===== config.mk =====
export PLATFORM = sky130hd
export DESIGN_NAME = gray_ptr_sync_flat
export DESIGN_NICKNAME = d
export VERILOG_FILES = /design/src/rtl/gray_ptr_sync_if.sv /design/src/rtl/gray_ptr_sync.sv /design/src/flat_wrapper.sv
export SDC_FILE = /design/constraint.sdc
export NUM_CORES = 1
export LEC_CHECK = 0
export BUFFER_PORTS_ARGS = -buffer_cell sky130_fd_sc_hd__buf_2
export CAP_MARGIN = 40
export CORE_UTILIZATION = 25
export DETAILED_ROUTE_END_ITERATION = 8
export PLACE_DENSITY = 0.57
export RECOVER_POWER = 25
export SETUP_SLACK_MARGIN = 0.05
export SYNTH_ARGS = -nofsm -noshare
export SYNTH_HDL_FRONTEND = slang
export SYNTH_SLANG_ARGS = --single-unit
export TNS_END_PERCENT = 20

===== constraint.sdc =====
create_clock -name clk -period 5.8 [get_ports clk]
set_input_delay 0.87 -clock clk [delete_from_list [all_inputs] [get_ports clk]]
set_output_delay 0.87 -clock clk [all_outputs]
set_load 0.03 [all_outputs]

===== src/rtl/gray_ptr_sync_if.sv =====
// Pointer/flag bundle between one async-FIFO side controller and its gray_ptr_sync block.
// The block uses the slave modport; the controller uses the master modport.
interface gray_ptr_sync_if #(
  parameter int PTR = 8
);
  logic         inc_en;
  logic         clr;
  logic [PTR:0] remote_gray;
  logic [PTR:0] bin_ptr;
  logic [PTR:0] gray_ptr;
  logic [PTR-1:0] addr;
  logic [PTR:0] remote_bin;
  logic         flag;
  logic [PTR:0] level;

  modport master (
    output inc_en, clr, remote_gray,
    input  bin_ptr, gray_ptr, addr, remote_bin, flag, level
  );

  modport slave (
    input  inc_en, clr, remote_gray,
    output bin_ptr, gray_ptr, addr, remote_bin, flag, level
  );
endinterface


===== src/rtl/gray_ptr_sync.sv =====
// One side of an async FIFO: registered binary/Gray pointer, remote Gray synchroniser, empty/full flag.
// Optional occupancy/availability output enabled by defining GRAY_PTR_LEVEL_EN.
module gray_ptr_sync #(
  parameter int PTR         = 8,
  parameter int SYNC_STAGES = 2,
  parameter int SIDE        = 0
) (
  input logic            clk,
  input logic            rst_n,
  gray_ptr_sync_if.slave bus
);
  logic [PTR:0] bin_q, bin_d;
  logic [PTR:0] gray_q, gray_d;
  logic         flag_q, flag_d;
  logic [PTR:0] sync_q [SYNC_STAGES];
  logic [PTR:0] sync_d [SYNC_STAGES];
  logic [PTR:0] s_last;
  logic [PTR:0] remote_bin;
  logic [PTR:0] full_cmp;
  logic         inc_acc;

  assign s_last = sync_q[SYNC_STAGES-1];

  always_comb begin
    sync_d[0] = bus.remote_gray;
    for (int i = 1; i < SYNC_STAGES; i++) begin
      sync_d[i] = sync_q[i-1];
    end
  end

  // Gray-to-binary: each binary bit is the XOR of all Gray bits at or above it.
  for (genvar gi = 0; gi <= PTR; gi++) begin : g_g2b
    assign remote_bin[gi] = ^s_last[PTR:gi];
  end

  always_comb begin
    inc_acc  = bus.inc_en & ~flag_q;
    bin_d    = bus.clr ? '0 : bin_q + {{PTR{1'b0}}, inc_acc};
    gray_d   = bin_d ^ (bin_d >> 1);
    full_cmp = {~s_last[PTR:PTR-1], s_last[PTR-2:0]};
    flag_d   = (SIDE == 1) ? (gray_d == full_cmp) : (gray_d == s_last);
  end

  always_ff @(posedge clk or negedge rst_n) begin
    if (!rst_n) begin
      bin_q  <= '0;
      gray_q <= '0;
      flag_q <= (SIDE == 0);
      for (int i = 0; i < SYNC_STAGES; i++) begin
        sync_q[i] <= '0;
      end
    end else begin
      bin_q  <= bin_d;
      gray_q <= gray_d;
      flag_q <= flag_d;
      for (int i = 0; i < SYNC_STAGES; i++) begin
        sync_q[i] <= sync_d[i];
      end
    end
  end

`ifdef GRAY_PTR_LEVEL_EN
  logic [PTR:0] level_q, level_d;

  always_comb begin
    level_d = (SIDE == 1) ? (bin_d - remote_bin) : (remote_bin - bin_d);
  end

  always_ff @(posedge clk or negedge rst_n) begin
    if (!rst_n) begin
      level_q <= '0;
    end else begin
      level_q <= level_d;
    end
  end

  assign bus.level = level_q;
`else
  assign bus.level = '0;
`endif

  assign bus.bin_ptr    = bin_q;
  assign bus.gray_ptr   = gray_q;
  assign bus.addr       = bin_q[PTR-1:0];
  assign bus.remote_bin = remote_bin;
  assign bus.flag       = flag_q;
endmodule


===== src/flat_wrapper.sv =====
// flat-port wrapper written by rule: the top's interface ports become plain ports
module gray_ptr_sync_flat 
#(
  parameter int PTR         = 8,
  parameter int SYNC_STAGES = 2,
  parameter int SIDE        = 0
)
  (clk, rst_n, bus_inc_en, bus_clr, bus_remote_gray, bus_bin_ptr, bus_gray_ptr, bus_addr, bus_remote_bin, bus_flag, bus_level);
  gray_ptr_sync_if #(.PTR(PTR)) bus_i ();
  input logic clk;
  input logic rst_n;
  input wire logic [$bits(bus_i.inc_en)-1:0] bus_inc_en;
  input wire logic [$bits(bus_i.clr)-1:0] bus_clr;
  input wire logic [$bits(bus_i.remote_gray)-1:0] bus_remote_gray;
  output wire logic [$bits(bus_i.bin_ptr)-1:0] bus_bin_ptr;
  output wire logic [$bits(bus_i.gray_ptr)-1:0] bus_gray_ptr;
  output wire logic [$bits(bus_i.addr)-1:0] bus_addr;
  output wire logic [$bits(bus_i.remote_bin)-1:0] bus_remote_bin;
  output wire logic [$bits(bus_i.flag)-1:0] bus_flag;
  output wire logic [$bits(bus_i.level)-1:0] bus_level;
  assign bus_i.inc_en = bus_inc_en;
  assign bus_i.clr = bus_clr;
  assign bus_i.remote_gray = bus_remote_gray;
  assign bus_bin_ptr = bus_i.bin_ptr;
  assign bus_gray_ptr = bus_i.gray_ptr;
  assign bus_addr = bus_i.addr;
  assign bus_remote_bin = bus_i.remote_bin;
  assign bus_flag = bus_i.flag;
  assign bus_level = bus_i.level;
  gray_ptr_sync #(.PTR(PTR), .SYNC_STAGES(SYNC_STAGES), .SIDE(SIDE)) u_core (.clk(clk), .rst_n(rst_n), .bus(bus_i));
endmodule

=== Word-level counts from Yosys, hierarchy flattened ===
Index checks and enable logic that the tools add are counted.

* Register bits: 37
* Bits of input ports: 13
* Output and inout bits: 45
* Logic and storage cells: 19

* $add $sub $neg: 1
* Equal/unequal tests: 1
* Mux-type cells: 1
* Bitwise gates (word level): 3
* Reductions and logical operators: 8

{| class="wikitable"
|+ Operator list
! cell !! number
|-
| $add A9 B1 Y9 || 1
|-
| $eq A9 B9 Y1 || 1
|-
| $mux W9 || 1
|-
| $reduce_xor A9 Y1 || 1
|-
| $xor A9 B8 Y9 || 1
|-
| $reduce_xor A8 Y1 || 1
|-
| $reduce_xor A7 Y1 || 1
|-
| $reduce_xor A6 Y1 || 1
|-
| $reduce_xor A5 Y1 || 1
|-
| $reduce_xor A4 Y1 || 1
|-
| $reduce_xor A3 Y1 || 1
|-
| $reduce_xor A2 Y1 || 1
|-
| $and A1 B1 Y1 || 1
|-
| $not A1 Y1 || 1
|}

=== Longest topological paths before layout ===
* Word-level depth: 6
* Gate-level depth with buffers: 10
* Mapped depth without buffers: 9

=== Worst setup path after synthesis ===
No wires, ideal clock.

* Path type: reg-to-output
* Start: register u_core.sync_q, in the netlist u_core.s_last[7]
* End: output port bus_remote_bin[1]
* Data arrival time: 2.505 ns
* Data required time: 4.930 ns
* Path slack: 2.425 ns
* Cell stages (with the launch flop): 8
* Path buffers: 1
* Cell sequence: dfrtp_1 > buf_6 > xor3_1 > xnor2_2 > xor2_2 > xnor2_2 > xnor2_2 > xnor2_1

* Longest elaborated chain between the ends: 1

{| class="wikitable"
|+ RTL lines
! what !! line !! source
|-
| start: declaration || gray_ptr_sync.sv:15 || <nowiki>logic [PTR:0] sync_q [SYNC_STAGES];</nowiki>
|-
| start signal: indexed assignment || gray_ptr_sync.sv:57 || <nowiki>sync_q[i] <= sync_d[i];</nowiki>
|-
| $reduce_xor A8 Y1 || gray_ptr_sync.sv:33 || <nowiki>assign remote_bin[gi] = ^s_last[PTR:gi];</nowiki>
|-
| end: declaration || flat_wrapper.sv:18 || <nowiki>output wire logic [$bits(bus_i.remote_bin)-1:0] bus_remote_bin;</nowiki>
|}

Every way passes these cells.

=== Worst setup path in the final report ===
* Start: register u_core.sync_q, in the netlist u_core.s_last[7]
* End: output port bus_remote_bin[0]

* Longest elaborated chain between the ends: 1

{| class="wikitable"
|+ RTL lines
! what !! line
|-
| $reduce_xor A9 Y1 || gray_ptr_sync.sv:33
|}

Every way passes these cells.

==> metrics.md <==
| Metric | Value |
|---|---|
| PortBufs | `48` |
| Worst-path maximum fanout | `5` |
| Die W | `88.1 um` |
| Crit share post-route | `57.5%` |
| TritonCTS clock tree | `done` |
| ANT cells | `0` |
| Rows | `31` |
| Max VDD drop | `140 uV` |
| First-pass DRT Iterations | `4` |
| CTS HTree Levels | `2` |
| Top-area cell type share of the netlist area | `47.2%` |
| Failing checks | `max-capacitance violations, max-slew violations` |
| Initial DRC count | `75` |
| Max-slew violations | `37` |
| Final-layout fill cell count | `788` |
| # hold bufs at CTS | `0` |
| Max_cap viols | `1` |
| Yosys cell types | `50` |
| Die Span Y | `88.1 um` |
| Ports | `58` |
| Core Util, Final | `29.3%` |
| Clk buf depth | `2` |
| Synth warn | `0` |
| LEAKAGE | `1.04 nW` |
| WL/cell | `11.8 um` |
| Register bit total from synthesis | `36` |
| WP buf/inv | `1` |
| CP endpoint kind | `output port` |
| WP data arrival | `2460 ps` |
| Vias | `1195` |
| Drt drc | `0` |
| Initial Utilization | `25.7%` |
| Cts repair resizes | `0` |
| Status | `complete, but fails checks` |
| Fraction of layout cells with a size suffix above 1 | `35.8%` |
| Required time worst endpoint | `4930 ps` |
| EDFF count, synth | `0` |
| Overall Power | `0.000564 W` |
| Multi-input gate area | `759 um2` |
| Number of antenna violations at the first check in global routing | `0` |
| Core area | `7210 um2` |
| Post-Syn Area | `1850 um2` |
| Setup Total Neg Slack | `0 ps` |
| Layout area overhead | `14.2%` |
| Clock latency on the worst-skew pair | `290 ps` |
| CP max stage cell | `dfrtp_1` |
| Root Driver | `clkbuf_8` |
| Final worst path period need | `3330 ps` |
| Critical Path Max Stage Delay | `470 ps` |
| Post-synthesis sequential area ratio | `48.7%` |
| Reg area | `902 um2` |
| Critical Path, Cell by Cell | `xor3_1, xnor2_2, xor2_2, xnor2_2, xnor2_2, xnor3_1, buf_2` |
| Setup CP Type | `flip-flop to output port` |
| First-pass GRT wire length | `5440 um` |
| Top cell by count, worst path | `xnor2_2` |
| Setup Skew | `4.69 ps` |
| Top cell type by total area after synthesis | `dfrtp_1` |
| Sink Count | `36` |
| PwrDens | `267 nW/um2` |
| Syn Inst Count | `156` |
| GPL Wtd Cong | `0.722` |
| Hold Vio Cnt, Final | `0` |
| Hold crit path type | `flip-flop to flip-flop` |
| Most instantiated library cell after synthesis | `dfrtp_1` |
| Post-synth ARST share | `100%` |
| Pin count of the biggest net entering global routing | `37` |
| Worst-margin pin slew | `1890 ps` |
| Die area | `7770 um2` |
| Max-Slew Margin vs Limit | `-26.2%` |
| Clock-pin slew on the worst setup and hold paths | `60 ps` |
| Post-DR vias/cell | `4.09` |
| Post-route antenna net violation count | `0` |
| Post-CTS Setup Bufs | `0` |
| Top_reg_cell synth | `dfrtp_1` |
| Detailed Place HPWL | `2480 um` |
| CTS Buf Count | `5` |
| Synth top area cells | `dfrtp_1, buf_4, xor2_1` |
| Post-Route WL | `3450 um` |
| Top post-synthesis cells by count | `dfrtp_1, buf_4, xor2_1` |
| RSZ-0062 raised after global routing | `no` |
| Setup crit start kind | `flip-flop` |
| Number of global-route vias before repair | `1128` |
| Fmax | `300 MHz` |
| Layout net count | `208` |
| Cell family with most CP delay | `XOR/XNOR gates` |
| Fin Hold WS | `347 ps` |
| Avg Inst Size Synth | `11.9 um2` |
| GR Overflow Total | `0` |
| Total GRT Usage | `9.58%` |
| Setup-failing EPs final | `0` |
## through the flow
stage / instance area (um2) / std cells / setup WS (ps)
final: 2120 / 292 / 2470
after global routing: 2120 / 292 / 2270
after CTS: 2120 / 292 / 2430
after detailed placement: 2040 / 285 / 2430
after global placement: 2040 / 285 / 2490
after floorplan: 1880 / 164 / 2430
## per-layer routing
layer | track usage, % | wire length [um] | vias up
li1 | - | - | 576
met4 | 4.84 | 73 | 0
met5 | 0 | 0 | -
met1 | 12.1 | 1640 | 569
met2 | 14.9 | 1540 | 42
met3 | 2.83 | 197 | 8
## report_power, final
part | total, W | internal (W) | switching [W]
Combinational | 0.000130 | 0.0000421 | 0.0000881
Clock | 0.000166 | 0.0000815 | 0.0000841
Sequential | 0.000268 | 0.000261 | 0.00000749
## cells in the final DEF (no fill, tap or decap), types with 2 or more instances in the layout
master and count:
buf_2 47, xor2_1 11, conb_1 9, nand2b_1 2, clkbuf_1 2, nor2_1 9
clkbuf_8 5, o21ai_1 2, a21oi_2 2, nand3_1 4, ha_1 2, and3_1 2
nor2b_1 3, nand4_1 3, nand2_1 2, a21oi_1 4, dfrtp_1 35, inv_1 4
xnor2_2 3, nor3_1 3, or3b_2 2, a211o_1 2, xnor2_1 8
## state kept, by name, summed over array words and instances, names as in the netlist
name,count
u_core.bus.bin_ptr,9
u_core.bus.flag,1
u_core.sync_d,9
u_core.bus.gray_ptr,8
u_core.s_last,9
## logic make-up after synthesis
group                      Yosys count  synth area share, %
and+or+nand+nor                     38                 12.4
DFF                                 36                 48.7
buffers and inverters               30                 12.0
xor gates and xnor gates            25                 15.0
AOI/OAI and AO/OA                   23                 9.85
adders and majority gates            2                 1.35
other                                1                0.202
muxes                                1                0.540
## worst paths after layout
path | depth (start not counted) | slack, ps | end | start
setup reg to reg | 9 | 3020 | u_core.bus.flag$_DFF_PN1_ | u_core.bus.flag$_DFF_PN1_
hold / removal | 0 | 350 | u_core.s_last[2]$_DFF_PN0_ | u_core.sync_d[2]$_DFF_PN0_
hold reg to reg | 0 | 350 | u_core.s_last[2]$_DFF_PN0_ | u_core.sync_d[2]$_DFF_PN0_
max in group asynchronous | 1 | 3610 | u_core.sync_d[1]$_DFF_PN0_ | rst_n
min in group asynchronous | 1 | 1100 | u_core.sync_d[6]$_DFF_PN0_ | rst_n
setup / recovery | 7 | 2470 | bus_remote_bin[0] | u_core.s_last[7]$_DFF_PN0_
## worst reg2reg max path: cells and delay by family (launching register included)
| kind | cells | cell delay [ps] |
|---|---|---|
| adder cells (fa/ha/maj) | 2 | 500 |
| AND/OR/NAND/NOR | 2 | 340 |
| flip-flops | 1 | 550 |
| AO/OA/AOI/OAI | 5 | 1290 |
## cell type report
type / instances / area share, %
Timing Repair Buffer: 48 / 11.3
Sequential cell: 36 / 42.6
Inverter: 4 / 0.709
Tap cell: 99 / 5.85
Clock inverter: 1 / 0.236
Clock buffer: 6 / 3.43
Multi-Input combinational cell: 98 / 35.9
Note: power is estimated with default switching activity, not from simulation.
